<file path="src/rtl/ex_mem_stage.sv">
// EX/MEM pipeline register. Holds the architectural NZCV register, evaluates
// each instruction's condition code against it, and suppresses all side
// effects of condition-failed instructions. Priority: flush > stall > capture.
module ex_mem_stage #(
    parameter int N  = 32,
    parameter int RA = 4
) (
    input  logic          clk,
    input  logic          rst_n,
    input  logic          stall_i,
    input  logic          flush_i,
    input  logic          valid_i,
    input  logic [N-1:0]  alu_result_i,
    input  logic [3:0]    flags_i,
    input  logic [3:0]    cond_i,
    input  logic          setflags_i,
    input  logic          regwrite_i,
    input  logic          memwrite_i,
    input  logic          memtoreg_i,
    input  logic [RA-1:0] wa_i,
    input  logic [N-1:0]  write_data_i,
    output logic          valid_o,
    output logic [N-1:0]  alu_result_o,
    output logic [N-1:0]  write_data_o,
    output logic [RA-1:0] wa_o,
    output logic          regwrite_o,
    output logic          memwrite_o,
    output logic          memtoreg_o,
    output logic          cond_pass_o,
    output logic [3:0]    nzcv_o
);

    logic          valid_q,     valid_d;
    logic [N-1:0]  alu_q,       alu_d;
    logic [N-1:0]  wdata_q,     wdata_d;
    logic [RA-1:0] wa_q,        wa_d;
    logic          regwrite_q,  regwrite_d;
    logic          memwrite_q,  memwrite_d;
    logic          memtoreg_q,  memtoreg_d;
    logic          cond_pass_q, cond_pass_d;
    logic [3:0]    nzcv_q,      nzcv_d;
    logic          cond_ex;

    logic f_n, f_z, f_c, f_v;
    assign {f_n, f_z, f_c, f_v} = nzcv_q;

    // Condition evaluated against the current NZCV, before this instruction's own update
    always_comb begin
        cond_ex = 1'b0;
        unique case (cond_i)
            4'b0000: cond_ex = f_z;
            4'b0001: cond_ex = !f_z;
            4'b0010: cond_ex = f_c;
            4'b0011: cond_ex = !f_c;
            4'b0100: cond_ex = f_n;
            4'b0101: cond_ex = !f_n;
            4'b0110: cond_ex = f_v;
            4'b0111: cond_ex = !f_v;
            4'b1000: cond_ex = f_c && !f_z;
            4'b1001: cond_ex = !f_c || f_z;
            4'b1010: cond_ex = (f_n == f_v);
            4'b1011: cond_ex = (f_n != f_v);
            4'b1100: cond_ex = !f_z && (f_n == f_v);
            4'b1101: cond_ex = f_z || (f_n != f_v);
            4'b1110: cond_ex = 1'b1;
            default: cond_ex = 1'b0;
        endcase
    end

    // Next-state selection: flush clears control only, stall holds everything
    always_comb begin
        valid_d     = valid_q;
        alu_d       = alu_q;
        wdata_d     = wdata_q;
        wa_d        = wa_q;
        regwrite_d  = regwrite_q;
        memwrite_d  = memwrite_q;
        memtoreg_d  = memtoreg_q;
        cond_pass_d = cond_pass_q;
        nzcv_d      = nzcv_q;
        if (flush_i) begin
            valid_d     = 1'b0;
            regwrite_d  = 1'b0;
            memwrite_d  = 1'b0;
            memtoreg_d  = 1'b0;
            cond_pass_d = 1'b0;
        end else if (!stall_i) begin
            valid_d     = valid_i;
            alu_d       = alu_result_i;
            wdata_d     = write_data_i;
            wa_d        = wa_i;
            cond_pass_d = valid_i && cond_ex;
            regwrite_d  = regwrite_i && valid_i && cond_ex;
            memwrite_d  = memwrite_i && valid_i && cond_ex;
            memtoreg_d  = memtoreg_i && valid_i;
            if (valid_i && setflags_i && cond_ex)
                nzcv_d = flags_i;
        end
    end

    // Stage registers with asynchronous clear
    always_ff @(posedge clk or negedge rst_n) begin
        if (!rst_n) begin
            valid_q     <= 1'b0;
            alu_q       <= '0;
            wdata_q     <= '0;
            wa_q        <= '0;
            regwrite_q  <= 1'b0;
            memwrite_q  <= 1'b0;
            memtoreg_q  <= 1'b0;
            cond_pass_q <= 1'b0;
            nzcv_q      <= 4'b0000;
        end else begin
            valid_q     <= valid_d;
            alu_q       <= alu_d;
            wdata_q     <= wdata_d;
            wa_q        <= wa_d;
            regwrite_q  <= regwrite_d;
            memwrite_q  <= memwrite_d;
            memtoreg_q  <= memtoreg_d;
            cond_pass_q <= cond_pass_d;
            nzcv_q      <= nzcv_d;
        end
    end

    assign valid_o      = valid_q;
    assign alu_result_o = alu_q;
    assign write_data_o = wdata_q;
    assign wa_o         = wa_q;
    assign regwrite_o   = regwrite_q;
    assign memwrite_o   = memwrite_q;
    assign memtoreg_o   = memtoreg_q;
    assign cond_pass_o  = cond_pass_q;
    assign nzcv_o       = nzcv_q;

endmodule

</file>
<file path="config.mk">
export PLATFORM = sky130hd
export DESIGN_NAME = ex_mem_stage
export DESIGN_NICKNAME = d
export VERILOG_FILES = /design/src/rtl/ex_mem_stage.sv
export SDC_FILE = /design/constraint.sdc
export NUM_CORES = 1
export LEC_CHECK = 0
export BUFFER_PORTS_ARGS = -buffer_cell sky130_fd_sc_hd__buf_2
export CORE_AREA = 2 2 118 63
export DETAILED_ROUTE_END_ITERATION = 16
export DIE_AREA = 0 0 120 65
export GPL_TIMING_DRIVEN = 0
export PLACE_DENSITY_LB_ADDON = 0.25
export SLEW_MARGIN = 20
export SYNTH_ARGS = -nofsm -noshare
export SYNTH_HDL_FRONTEND = slang
export SYNTH_SLANG_ARGS = --single-unit
</file>
<file path="constraint.sdc">
create_clock -name clk -period 4.35 [get_ports clk]
set_input_delay 0 -clock clk [delete_from_list [all_inputs] [get_ports clk]]
set_output_delay 0 -clock clk [all_outputs]
set_load 0.01 [all_outputs]
</file>
Word-level counts from Yosys, hierarchy flattened:

Cells that the tools add are included.

* output and inout port bits: 77
* bits in registers: 77
* bits of input ports: 85

* mux-type cells: 11
* bitwise gates (word level): 2
* equality and inequality tests: 17
* reductions and logical operators: 19

Operator list (count)
* == test 4 bit (second input constant): 7
* == test 4 x 3 -> 1 bit (second input constant): 4
* case mux 1 bit (15 select lines): 1
* logical AND 1 bit: 10
* two-way mux 1 bit: 10
* == test 4 x 2 -> 1 bit (second input constant): 2
* == test 4 x 1 -> 1 bit (second input constant): 1
* logical NOT 1 bit: 4
* logical NOT 4 bit: 1
* AND reduction 3 bit: 1
* logical OR 1 bit: 2
* != test 2 x 1 -> 1 bit (second input constant): 1
* NOT 1 bit: 2
* AND reduction 2 bit: 1
* == test 1 bit: 1
* != test 1 bit: 1

Logic depth before layout (Yosys ltp):

* depth after elaboration: 6
* depth in mapped cells: 6
* mapped depth without buffers: 5

Least setup slack after synthesis:

Ideal clock, no wire load.

* path type: register -> register
* start: register nzcv_q[3], in the netlist nzcv_o[3]
* end: register nzcv_q[0], in the netlist nzcv_o[0]
* arrival: 1661 ps
* slack: 2564 ps
* setup time: 125 ps
* stages on the path, launching flop included: 6
* cell sequence: dfrtp_1 xnor2_1 mux2i_1 a311oi_2 o31ai_4 mux2_2

* word-level cells in the longest chain between the ends: 5
* elaborated cells between the ends (all ways): 8
* classes of those cells: eq/ne (2); mux (1); reduce/logical (5)

Ends and longest elaborated chain
* from (decl): RTL line 41 `logic [3:0] nzcv_q, nzcv_d;`
* from (signal assigned): RTL line 122 `nzcv_q <= nzcv_d;`
* != test 1 bit or == test 1 bit (tied branches)
* logical OR 1 bit or logical AND 1 bit (tied branches): RTL line 64, 63
* case mux 1 bit (15 select lines) *: RTL line 50 `unique case (cond_i)`
* logical AND 1 bit *: RTL line 96 `if (valid_i && setflags_i && cond_ex)`
* AND reduction 3 bit (no line) *

Every way passes the cells marked *; elsewhere a longest branch is shown, timed or not.
A chain may end at the register's enable or synchronous reset.

Worst setup path after layout:

* start: input port flush_i
* end: register wdata_q[12], in the netlist write_data_o[12]

* word-level cells in the longest chain between the ends: 2

Ends and longest elaborated chain
* from (decl): RTL line 11 `input logic flush_i,`
* NOT 1 bit (no line)
* AND reduction 2 bit (no line)
* to (signal assigned): RTL line 116 `wdata_q <= wdata_d;`
* to (decl): RTL line 35 `logic [N-1:0] wdata_q, wdata_d;`

No other way between the ends.

==> impl_metrics.env <==
export IMPL_place_congestion=0.7875
export IMPL_antenna_cells=0
export IMPL_hold_viol=0
export IMPL_rsz0062_at_grt="false"
export IMPL_grt_max_degree=58
export IMPL_synth_seq_area_share_pct=61.72
export IMPL_pwr_density_cell_nw_per_um2=444.1
export IMPL_wl_met1_um=3782
export IMPL_cts_tree="done"
export IMPL_cpMostUsedCell="buf_2"
export IMPL_crit_path_end_kind="flop"
export IMPL_yosysMostFrequentCell="dfrtp_1"
export IMPL_ys_flop_type="dfrtp_1"
export IMPL_detail_route_vias_per_cell=4.849
export IMPL_vias=2667
export IMPL_comb_power_share_pct=21.6
export IMPL_coreArea_um2=6909
export IMPL_worst_path_max_delay_cell="dlygate4sd3_1"
export IMPL_setup_worst_path_class="in2reg"
export IMPL_fin_crit_sh_pct=48.22
export IMPL_cp_start_kind="input port"
export IMPL_critical_path_cell_chain="dlygate4sd3_1 > buf_2 > nor2_1 > clkbuf_1 > buf_2 > mux2_2"
export IMPL_clock_fmax_ghz=0.4767
export IMPL_synth_top_cell_by_area="dfrtp_1"
export IMPL_port_buffers=159
export IMPL_switching_power_mw=0.5770
export IMPL_p_seq_share_pct=39.1
export IMPL_first_iter_violations=108
export IMPL_synth_cell_types=34
export IMPL_rr_startpoint="nzcv_o[3]"
export IMPL_synth_nets=286
export IMPL_fin_ws_ps=2252
export IMPL_top_layer="met4"
export IMPL_status="finished, final reports clean"
export IMPL_synth_edf_count=0
export IMPL_r2r_cells=5
export IMPL_max_stage_delay_ps=530
export IMPL_hold_path_class="in2async"
export IMPL_first_global_vias=2802
export IMPL_place_area_um2=4068
export IMPL_pre_cts_ws_ps=2424
export IMPL_start_util_pct=45.18
export IMPL_cts_resized=0
export IMPL_fin_nets=535
export IMPL_wl_met2_um=4384
export IMPL_cts_sinks=77
export IMPL_drt_wl_total_um=9139
export IMPL_vdd_ir_drop_max_mv=0.3331
export IMPL_critPathBufInv=4
export IMPL_setup_viol=0
export IMPL_place_hpwl_um=5329
export IMPL_yosys_top_cells_area="dfrtp_1, mux2_2, mux2i_1, buf_6, o31ai_4"
export IMPL_ios=162
export IMPL_stdcell_area_um2=5211
export IMPL_grt_pass1_wl_um=14630
export IMPL_track_usage_pct=24.92
export IMPL_worst_path_max_fanout=10
export IMPL_area_growth_pct=66.93
export IMPL_synth_warning_count=0
export IMPL_ctsLongestPathBuffers=2
export IMPL_synth_cells=201
export IMPL_min_period_ps=2098
export IMPL_fin_skew_ps=1.998
export IMPL_die_area_um2=7800
export IMPL_r2r_end="nzcv_o[3]"
export IMPL_cts_root_buf="clkbuf_16"
export IMPL_postCtsSetupRepairBufs=0
export IMPL_swShare_pct=24.93
export IMPL_detail_route_antenna_nets=0
export IMPL_async_reset_ff_share_pct=100.0
export IMPL_avgSynthCellArea_um2=15.53
export IMPL_die_h_um=65
export IMPL_tightest_slew_ps=579.7
export IMPL_fp_row_count=22
export IMPL_pwr_share_clk_pct=39.3
export IMPL_met3RoutedLength_um=819
export IMPL_timing_max_transition_violations_final=0
export IMPL_finalSetupTns_ps=0
export IMPL_power_total_mw=2.314
export IMPL_r2r_slack_ps=2400
export IMPL_fill_cells=431
export IMPL_cp_required_ps=4560
export IMPL_intPower_mw=1.737
export IMPL_die_w_um=120
export IMPL_synth_seq_cells=77
export IMPL_synth_common_cells="dfrtp_1, mux2_2, clkbuf_1, nor2_1"
export IMPL_htreeDepth=3
export IMPL_cp_top_family="buffers and inverters"
export IMPL_yosysTopAreaCellShare_pct=61.72
export IMPL_grt_ovfl_total=0
export IMPL_p_leak_nw=2.496
export IMPL_crit_arrival_ps=2310
export IMPL_syn_area_um2=3122
export IMPL_holdWs_ps=102.3
export IMPL_antenna_found_initial=0
export IMPL_cts_buffers_inserted=9
export IMPL_drc=0
export IMPL_dr_pass1_iters=4
export IMPL_routedWlPerCell_um=16.62
export IMPL_clkTransAtPathRegs_ps=60
export IMPL_holdBufCountCts=78
export IMPL_slew_headroom_pct=61.35
export IMPL_clk_latency_ps=330
export IMPL_drv_cap=0
export IMPL_layout_drive_gt1_share_pct=57.05
## kinds of logic (layout without fill, tap and decap cells)
kind of cell	after synthesis	after routing	share of synthesized area, %
compound gates	15	15	4.449
xor+xnor	2	2	0.5612
buf+inv	12	265	2.244
flops	77	77	61.72
mux	75	75	26.93
simple gates	20	20	4.089
## placed cells by master, fill, tap and decap left out, types with 2 or more instances in the layout
master,netlist,layout
a32o_1,2,2
mux2_2,72,72
dlygate4sd3_1,0,78
bufinv_16,0,4
mux2i_1,3,3
buf_2,2,160
buf_6,2,2
xnor2_1,2,2
clkbuf_16,0,9
nand3_1,2,2
clkbuf_1,5,6
buf_4,2,3
a21oi_1,3,3
nor2_1,5,5
nor2b_1,2,2
and3b_1,2,2
dfrtp_1,77,77
## per-layer routing
| metal | track usage (%) | vias to the layer above |
|---|---|---|
| met5 | 0 | - |
| met4 | 8.676 | 0 |
| met3 | 10.12 | 16 |
| met2 | 42.26 | 141 |
| met1 | 28.95 | 1286 |
| li1 | - | 1224 |
## worst max-delay path by stage
stage	end	slack [ps]	depth (start not counted)	start
global placement	nzcv_o[3]	2410	5	nzcv_o[3]
finish	write_data_o[12]	2250	6	flush_i
floorplan	nzcv_o[0]	2560	5	nzcv_o[3]
CTS	write_data_o[2]	2270	6	flush_i
detailed placement	nzcv_o[3]	2420	5	nzcv_o[3]
global route	write_data_o[11]	2130	6	stall_i
## power groups by stage
stage / Sequential (mW) / Clock, mW / Combinational, mW
final: 0.905 / 0.909 / 0.500
after detailed placement: 0.911 / 0 / 0.437
after global routing: 0.919 / 0.958 / 0.538
after CTS: 0.900 / 0.922 / 0.492
after floorplan: 0.960 / 0 / 0.180
after global placement: 0.905 / 0 / 0.424
## flip-flops by register name (all words and copies together), names as in the netlist
name          flops
nzcv_o            4
write_data_o     32
wa_o              4
regwrite_o        1
memtoreg_o        1
valid_o           1
alu_result_o     32
memwrite_o        1
cond_pass_o       1
## through the flow
step,util [%],cells
finish,75.43,550
global route,75.43,550
CTS,75.43,550
detailed placement,58.87,457
global placement,58.44,456
floorplan,-,201
## area by class of cell
cell class | instances | area (um2) | share of cell area, %
multi-input combinational | 112 | 1125 | 21.58
clock buffer | 11 | 242.7 | 4.658
timing repair buffer | 238 | 1607 | 30.83
inverter | 1 | 3.754 | 0.07203
tap | 96 | 120.1 | 2.305
sequential | 77 | 1927 | 36.97
buffer | 11 | 66.31 | 1.273
clock inverter | 4 | 120.1 | 2.305
(Power assumes the default switching activity.)
